`src/rtl/serial_tx_sched_if.sv`:
```
// Bus between the frame scheduler, its four word sources and the serial_tx
// link it feeds. Source handshake: req[k] is a level "valid" that the source
// holds, with its word stable on d_in, until ack[k] pulses for one clock.
// That ack pulse is the only transfer event. A source may drop req without
// being served. The link side has no back-pressure: the scheduler spaces
// sync pulses far enough apart that serial_tx is always ready.
interface serial_tx_sched_if;
  logic [7:0]   tick_div;
  logic         enable;
  logic [3:0]   req;
  logic [255:0] d_in;
  logic [3:0]   ack;
  logic         tick;
  logic         sync;
  logic [63:0]  d_out;
  logic [1:0]   src;
  logic         idle_frame;
  logic [15:0]  frames_sent;
  logic         dbg_state;
  logic [1:0]   dbg_rr_ptr;

  modport master (
    output tick_div, enable, req, d_in,
    input  ack, tick, sync, d_out, src, idle_frame, frames_sent,
    input  dbg_state, dbg_rr_ptr
  );

  modport slave (
    input  tick_div, enable, req, d_in,
    output ack, tick, sync, d_out, src, idle_frame, frames_sent,
    output dbg_state, dbg_rr_ptr
  );
endinterface

```
`src/rtl/serial_tx_sched.sv`:
```
// Frame scheduler and round-robin arbiter sharing one serial_tx link
// between four 64-bit word sources. Generates the bit-rate tick and issues
// one sync plus data word per FRAME_TICKS-tick slot.
module serial_tx_sched #(
  parameter int          FRAME_TICKS = 120,
  parameter bit          IDLE_FILL   = 1'b1,
  parameter logic [63:0] IDLE_WORD   = 64'h0
) (
  input logic              clk,
  input logic              rst,
  serial_tx_sched_if.slave bus
);

  // A slot must hold a 90-tick frame plus the 24-tick gap with some margin.
  if (FRAME_TICKS < 116 || FRAME_TICKS > 255) begin : g_bad_frame_ticks
    $error("serial_tx_sched: FRAME_TICKS must be in 116..255");
  end

  localparam logic [7:0] LAST_SLOT = 8'(FRAME_TICKS - 1);

  typedef enum logic {
    S_IDLE  = 1'b0,
    S_GRANT = 1'b1
  } state_t;

  state_t       state;
  logic [7:0]   div_cnt;
  logic [7:0]   slot;
  logic [1:0]   rr_ptr;
  logic         tick_q;
  logic         sync_q;
  logic [3:0]   ack_q;
  logic [63:0]  d_out_q;
  logic [1:0]   src_q;
  logic         idle_q;
  logic [15:0]  fs_q;

  logic         tick_fire;
  logic         pend;
  logic         grant_valid;
  logic [1:0]   grant_idx;
  logic [63:0]  grant_word;

  // The wrapping tick is consumed by the arbiter in the same clock it
  // happens (the FSM is always back in IDLE long before the next wrap), so
  // the pending-slot flag never needs to be stored.
  assign tick_fire = (div_cnt == bus.tick_div);
  assign pend      = tick_fire && (slot == LAST_SLOT);

  // Divider wraps naturally at 255 if tick_div drops below the count.
  always_ff @(posedge clk) begin
    if (rst) begin
      div_cnt <= '0;
      slot    <= '0;
      tick_q  <= 1'b0;
    end else begin
      tick_q <= tick_fire;
      if (tick_fire) begin
        div_cnt <= '0;
        slot    <= pend ? 8'd0 : slot + 8'd1;
      end else begin
        div_cnt <= div_cnt + 8'd1;
      end
    end
  end

  // First requester at or after rr_ptr; later offsets are overwritten by
  // earlier ones, so the lowest offset wins.
  always_comb begin
    grant_valid = 1'b0;
    grant_idx   = rr_ptr;
    for (int i = 3; i >= 0; i--) begin
      if (bus.req[rr_ptr + 2'(i)]) begin
        grant_valid = 1'b1;
        grant_idx   = rr_ptr + 2'(i);
      end
    end
  end

  assign grant_word = bus.d_in[{grant_idx, 6'd0} +: 64];

  // Arbiter FSM: one GRANT clock per slot decides data, idle fill or nothing.
  always_ff @(posedge clk) begin
    if (rst) begin
      state   <= S_IDLE;
      rr_ptr  <= '0;
      sync_q  <= 1'b0;
      ack_q   <= '0;
      d_out_q <= '0;
      src_q   <= '0;
      idle_q  <= 1'b0;
      fs_q    <= '0;
    end else begin
      sync_q <= 1'b0;
      ack_q  <= '0;
      case (state)
        S_IDLE: begin
          if (pend) state <= S_GRANT;
        end
        S_GRANT: begin
          state <= S_IDLE;
          if (bus.enable && grant_valid) begin
            d_out_q <= grant_word;
            src_q   <= grant_idx;
            idle_q  <= 1'b0;
            ack_q   <= 4'b0001 << grant_idx;
            sync_q  <= 1'b1;
            fs_q    <= fs_q + 16'd1;
            rr_ptr  <= grant_idx + 2'd1;
          end else if (bus.enable && IDLE_FILL) begin
            d_out_q <= IDLE_WORD;
            src_q   <= 2'd0;
            idle_q  <= 1'b1;
            sync_q  <= 1'b1;
            fs_q    <= fs_q + 16'd1;
          end
        end
        default: state <= S_IDLE;
      endcase
    end
  end

  assign bus.tick        = tick_q;
  assign bus.sync        = sync_q;
  assign bus.ack         = ack_q;
  assign bus.d_out       = d_out_q;
  assign bus.src         = src_q;
  assign bus.idle_frame  = idle_q;
  assign bus.frames_sent = fs_q;
  assign bus.dbg_state   = state;
  assign bus.dbg_rr_ptr  = rr_ptr;

endmodule

```
`src/flat_wrapper.sv`:
```
// flat-port wrapper written by rule: the top's interface ports become plain ports
module serial_tx_sched_flat 
#(
  parameter int          FRAME_TICKS = 120,
  parameter bit          IDLE_FILL   = 1'b1,
  parameter logic [63:0] IDLE_WORD   = 64'h0
)
  (clk, rst, bus_tick_div, bus_enable, bus_req, bus_d_in, bus_ack, bus_tick, bus_sync, bus_d_out, bus_src, bus_idle_frame, bus_frames_sent, bus_dbg_state, bus_dbg_rr_ptr);
  serial_tx_sched_if bus_i ();
  input logic clk;
  input logic rst;
  input wire logic [$bits(bus_i.tick_div)-1:0] bus_tick_div;
  input wire logic [$bits(bus_i.enable)-1:0] bus_enable;
  input wire logic [$bits(bus_i.req)-1:0] bus_req;
  input wire logic [$bits(bus_i.d_in)-1:0] bus_d_in;
  output wire logic [$bits(bus_i.ack)-1:0] bus_ack;
  output wire logic [$bits(bus_i.tick)-1:0] bus_tick;
  output wire logic [$bits(bus_i.sync)-1:0] bus_sync;
  output wire logic [$bits(bus_i.d_out)-1:0] bus_d_out;
  output wire logic [$bits(bus_i.src)-1:0] bus_src;
  output wire logic [$bits(bus_i.idle_frame)-1:0] bus_idle_frame;
  output wire logic [$bits(bus_i.frames_sent)-1:0] bus_frames_sent;
  output wire logic [$bits(bus_i.dbg_state)-1:0] bus_dbg_state;
  output wire logic [$bits(bus_i.dbg_rr_ptr)-1:0] bus_dbg_rr_ptr;
  assign bus_i.tick_div = bus_tick_div;
  assign bus_i.enable = bus_enable;
  assign bus_i.req = bus_req;
  assign bus_i.d_in = bus_d_in;
  assign bus_ack = bus_i.ack;
  assign bus_tick = bus_i.tick;
  assign bus_sync = bus_i.sync;
  assign bus_d_out = bus_i.d_out;
  assign bus_src = bus_i.src;
  assign bus_idle_frame = bus_i.idle_frame;
  assign bus_frames_sent = bus_i.frames_sent;
  assign bus_dbg_state = bus_i.dbg_state;
  assign bus_dbg_rr_ptr = bus_i.dbg_rr_ptr;
  serial_tx_sched #(.FRAME_TICKS(FRAME_TICKS), .IDLE_FILL(IDLE_FILL), .IDLE_WORD(IDLE_WORD)) u_core (.clk(clk), .rst(rst), .bus(bus_i));
endmodule
```
`config.mk`:
```
export PLATFORM = sky130hd
export DESIGN_NAME = serial_tx_sched_flat
export DESIGN_NICKNAME = d
export VERILOG_FILES = /design/src/rtl/serial_tx_sched_if.sv /design/src/rtl/serial_tx_sched.sv /design/src/flat_wrapper.sv
export SDC_FILE = /design/constraint.sdc
export NUM_CORES = 1
export LEC_CHECK = 0
export CAP_MARGIN = 15
export CORE_ASPECT_RATIO = 0.8
export CORE_MARGIN = 2
export CORE_UTILIZATION = 30
export CTS_BUF_LIST = sky130_fd_sc_hd__clkbuf_4 sky130_fd_sc_hd__clkbuf_8
export CTS_CLUSTER_DIAMETER = 100
export DETAILED_ROUTE_END_ITERATION = 16
export MAX_ROUTING_LAYER = met4
export PLACE_DENSITY = 0.64
export SYNTH_ARGS = -nofsm -noshare
export SYNTH_HDL_FRONTEND = slang
export SYNTH_SLANG_ARGS = --single-unit
```
`constraint.sdc`:
```
create_clock -name clk -period 2.8 [get_ports clk]
set_clock_uncertainty 0.2 [all_clocks]
set_input_delay 0.42 -clock clk [delete_from_list [all_inputs] [get_ports clk]]
set_output_delay 0.42 -clock clk [all_outputs]
set_load 0.02 [all_outputs]
```
=== Word level (Yosys, flattened, before mapping) ===
Cells that the tools add are included.

* Register bits after elaboration: 108
* Output and inout bits: 92
* Word-level logic and storage cells: 65
* Input port bits: 271

* Add/sub/neg operators: 7
* Bitwise logic cells: 2
* Reduce and logical (&&, ||, !) cells: 8
* Order comparisons: 4
* Muxes and demuxes: 29
* Equality and inequality tests: 2
* Shift-type cells: 2

{| class="wikitable"
|+ Operators with widths
! cell !! number
|-
| $shiftx 256x9->64 || 1
|-
| $mux 64 || 2
|-
| $mux 16 || 2
|-
| $add 16x1->16 const B || 1
|-
| $add 8x1->8 const B || 2
|-
| $mux 1 || 13
|-
| $lt 2x3->1 const B || 4
|-
| $mux 2 || 6
|-
| $bmux 1 s2 || 4
|-
| $eq 8x7->1 const B || 1
|-
| $eq 8x8->1 || 1
|-
| $mux 8 || 1
|-
| $add 2x1->2 const B || 2
|-
| $add 2x2->2 const B || 2
|-
| $reduce_and 2->1 || 2
|-
| $reduce_or 2->1 || 2
|-
| $shl 1x2->4 const A || 1
|-
| $reduce_or 3->1 || 1
|-
| $logic_and 1x1->1 || 2
|-
| $not 1->1 || 2
|-
| $pmux 1 s2 || 1
|-
| $reduce_bool 2->1 || 1
|}

=== Longest topological paths before layout ===
* Depth in word-level cells: 10
* Mapped depth: 7
* Depth with buffers taken out: 6

=== Worst setup path before layout ===
Ideal clock, no wire load.

* Kind: register -> register
* From: register u_core.state, in the netlist u_core.bus.dbg_state
* To: register u_core.d_out_q[0], in the netlist u_core.bus.d_out[0]
* Required time: 2.527 ns
* Library setup time: 0.073 ns
* Cell stages (with the launch flop): 7
* Arrival time: 1.716 ns
* Clock period less this slack: 1.989 ns
* Path buffers: 2
* Setup slack: 0.811 ns
* Path through: dfxtp_1 -> nand2_1 -> a21oi_2 -> or3b_1 -> buf_6 -> buf_6 -> o211ai_2

* Cells in the longest elaborated chain, start to end: 1

{| class="wikitable"
|+ Ends and longest elaborated chain
! item !! RTL line !! source
|-
| start, declared || serial_tx_sched.sv:26 || <nowiki>state_t state;</nowiki>
|-
| start signal, assigned || serial_tx_sched.sv:85 || <nowiki>state <= S_IDLE;</nowiki>
|-
| start signal, assigned || serial_tx_sched.sv:98 || <nowiki>if (pend) state <= S_GRANT;</nowiki>
|-
| start signal, assigned || serial_tx_sched.sv:101 || <nowiki>state <= S_IDLE;</nowiki>
|-
| $reduce_and 2->1 (no line) || n/a ||
|-
| end signal, assigned || serial_tx_sched.sv:103 || <nowiki>d_out_q <= grant_word;</nowiki>
|-
| end, declared || serial_tx_sched.sv:33 || <nowiki>logic [63:0] d_out_q;</nowiki>
|}

No other way between the ends.
A chain may end at the register's enable or synchronous reset.

=== Worst setup path in the final report ===
* From: input bus_req[2]
* To: register u_core.d_out_q[46], in the netlist u_core.bus.d_out[46]

* Cells in the longest elaborated chain, start to end: 9
* Elaborated cells on any way between the ends: 21
* Classes of those cells: 1 x shift; 17 x mux; 3 x reduce/logical

{| class="wikitable"
|+ Ends and longest elaborated chain
! item !! RTL line !! source
|-
| start, declared || flat_wrapper.sv:14 || <nowiki>input wire logic [$bits(bus_i.req)-1:0] bus_req;</nowiki>
|-
| branches (longest 9 deep; another with $shiftx 256x9->64) || n/a ||
|}

Several ways; the timed one is not identified. The select of a mux whose other input is x is not followed.

==> implementation parameters <==
Parameter                              Value

STA
  Actual transition at the worst max-transition pin    693 ps
  Fmax    0.421 GHz
  Final-layout worst hold slack    ~300 ps
  Final slew viol count    0
  Setup TNS after final layout    0 ps
  Number of hold violations in the final report    0
  Final setup vio count    0
  Setup repair after global routing missed its margin    no
  Share of the cycle needed by the critical path after routing    a little over four fifths
  Worst slew margin    between 50% and 60%
  Final worst setup slack    around 420 ps
  Post-layout minimum cycle time    2380 ps

Power
  P per Cell Area    roughly 320 nW/um^2
  Net Switching    around 0.84 mW
  Leakage dissipation    3.50 nW
  Fraction of power consumed by combinational cells    18.9%
  Internal power    between 2 and 2.5 mW
  Fraction of power consumed by sequential logic    47.8%
  Sw frac    a little over a quarter
  Post-route total power    around 3.2 mW
  Worst ir drop on vdd    around 0.27 mV
  Clock power frac    between 30% and 40%

GRT
  Via count of the first global-routing pass    between 5000 and 6000
  Total global routing overflow    0
  Number of antenna violations at the first check in global routing    0
  Maximum number of pins on one net before global-route repair    48
  Global-route wire length before repair    ~33000 microns
  Global Route Usage Sum    a little over a fifth

Logic synthesis
  Post-synthesis cell area    about 5700 sq um
  Number of enable-type register cells in the synthesized netlist    0
  Cell count after synthesis    slightly below 600
  Yosys warning total    0
  Syn_area_per_cell    approximately 9.6 sq um
  #FFs+latches synth    approximately 110
  Top FF cell, synth    dfxtp_1
  Seq/Total Area, Yosys    a little under two fifths
  Unique cell type count in the Yosys netlist    46
  Share of synthesized registers carrying an async set or reset    0%
  Number of nets in the synthesized netlist    ~870

Critical path
  Largest fanout on the critical path    23
  Worst Setup Path Type    input pin to flip-flop
  Required @ worst endpoint    around 2900 ps
  Launching element type of the critical path    input pin
  Crit path DAT    2450 ps
  Endpoint class of the critical path    flip-flop

Floorplanning
  Area enclosed by the die boundary    20200 sq um
  Standard cell core area    18900 sq um
  Standard-cell rows    45
  Initial cell density of the core    between 30 and 40%
  Top-level port count    ~360
  DIE HEIGHT    roughly 130 microns
  DIE WIDTH    around 160 microns

Placed design
  Setup Slack @ Placement    a little over 6 ps
  Port buffer count    about 360
  Standard cell area after detailed placement    just under 10000 sq um
  Cells after DPL    roughly 1200
  Placer's final routability congestion estimate    just under 0.9
  Sum of net half-perimeters after detailed placement    ~17000 microns

Cells and area
  Fill cell instance count of the final layout    1759
  Most frequent standard cell in the layout excluding fill and tap cells    clkdlybuf4s50_1
  # diodes    0
  Final instance area    ~10000 sq um
  Share of the core filled with cells in the final layout    52.8%
  Number of nets in the layout    1209
  Highest-count cells in the layout ignoring fill and taps    362 x clkdlybuf4s50_1, 108 x dfxtp_1, 76 x nand3_1, 64 x mux2i_1, 64 x a32oi_1
  Non-filler cells, final    ~1200
  Area growth syn-to-layout    73.9%
  Layout cell share with drive strength beyond 1    under 10%

Run
  Number of max-capacitance violations reported    0

Clocking
  CTS-repair resized insts    0
  Clock transition at the register clock pins on the worst setup and hold paths after CTS    110 ps
  CTS tree    yes
  Number of levels the H-tree was split into    3
  Number of buffers inserted by hold repair at cts    0
  CTS Root Buffer Type    clkbuf_8
  Clock Latency Late Sink    around 390 ps
  Buffers from clock root to sink, at most    2
  Cts bufs inserted    9
  Buffers inserted by post-CTS timing repair    0
  # clock sinks    roughly 110

Detailed routing
  Total detailed-routing wirelength    about 22000 microns
  Total vias in the final route    between 6000 and 7000
  Number of routed nets with antenna violations    0
  Detailed-route DRC error count    0
  Vias per Instance    ~5
  First DRT Iteration DRCs    289
  Drt pass-1 iters    4
  Routed wirelength normalized by instance count    approximately 19 microns

Hold path
  Classification of the worst-slack hold path    flip-flop to flip-flop

Outcome
  Result of the run    complete, no violations
power groups by stage:
| stage | Clock (mW) | Combinational [mW] | Sequential, mW |
|---|---|---|---|
| floorplan | 0 | 0.166 | 1.58 |
| global placement | 0 | 0.612 | 1.58 |
| detailed placement | 0 | 0.612 | 1.58 |
| CTS | 1.13 | 0.614 | 1.55 |
| global route | 1.19 | 0.649 | 1.55 |
| finish | 1.08 | 0.611 | 1.54 |
worst max-delay path: stages:
cell and delay (ps):
clkdlybuf4s50_1 450, nor2b_1 160, o21ai_0 510, nand2_8 260, buf_4 280, a32oi_1 240
o211ai_2 110
flip-flops by register name (all words and copies together) (netlist names):
| signal | count |
|---|---|
| u_core.div_cnt | 8 |
| u_core.bus.src | 2 |
| u_core.bus.d_out | 64 |
| u_core.bus.frames_sent | 16 |
| u_core.bus.ack | 4 |
| u_core.bus.dbg_state | 1 |
| u_core.slot | 8 |
| u_core.bus.dbg_rr_ptr | 2 |
| u_core.bus.idle_frame | 1 |
| u_core.bus.sync | 1 |
| u_core.bus.tick | 1 |
path summary, 6_finish.rpt:
kind,startpoint,to,slack (ps),depth (start not counted)
worst max-delay path,bus_req[2],u_core.bus.d_out[46],420,7
worst min-delay path,u_core.bus.d_out[44],u_core.bus.d_out[44],300,2
worst max register to register,u_core.bus.dbg_rr_ptr[0],u_core.bus.d_out[46],540,6
worst min register to register,u_core.bus.d_out[44],u_core.bus.d_out[44],300,2
logic make-up (layout without fill, tap and decap cells):
kind of cell | after synthesis | after routing | synth area share (%)
AO/OA/AOI/OAI | 155 | 155 | 24.9
XOR/XNOR | 29 | 29 | 4.43
adder cells (fa/ha/maj) | 3 | 3 | 0.655
buffers and inverters | 61 | 407 | 5.46
flip-flops | 108 | 108 | 37.7
multiplexers | 64 | 64 | 11.2
AND/OR/NAND/NOR | 174 | 174 | 15.6
metal layers:
metal | vias to the layer above | global-route usage [%] | routed length [microns]
met5 | - | - | 0
met3 | 29 | 4.51 | 1430
met2 | 233 | 35.1 | 10800
met1 | 2881 | 27.5 | 9580
li1 | 2983 | - | -
met4 | 0 | 7.15 | 528
final cells by class:
class                   instances  area (sq um)  area share, %
repair buffers                386          3970           39.8
clock buffers                   9           124           1.24
multi-input cells             425          3280           32.9
flip-flops and latches        108          2160           21.7
clock inverters                 7          90.1          0.904
inverters                       5          18.8          0.188
well taps                     258           323           3.24
cells in the mapped netlist (all sizes together) (9+ instances only):
| master | count | share of area, % |
|---|---|---|
| a21oi | 9 | 1.0 |
| nand2 | 16 | 1.1 |
| dfxtp | 108 | 38 |
| mux2i | 64 | 11 |
| o211ai | 64 | 12 |
| xnor2 | 11 | 1.7 |
| clkbuf | 20 | 1.3 |
| nor2 | 38 | 2.5 |
| xor2 | 18 | 2.8 |
| a32oi | 64 | 9.8 |
| buf | 36 | 3.8 |
| nand3 | 76 | 6.6 |
No activity file was read; power rests on OpenSTA's default activity.
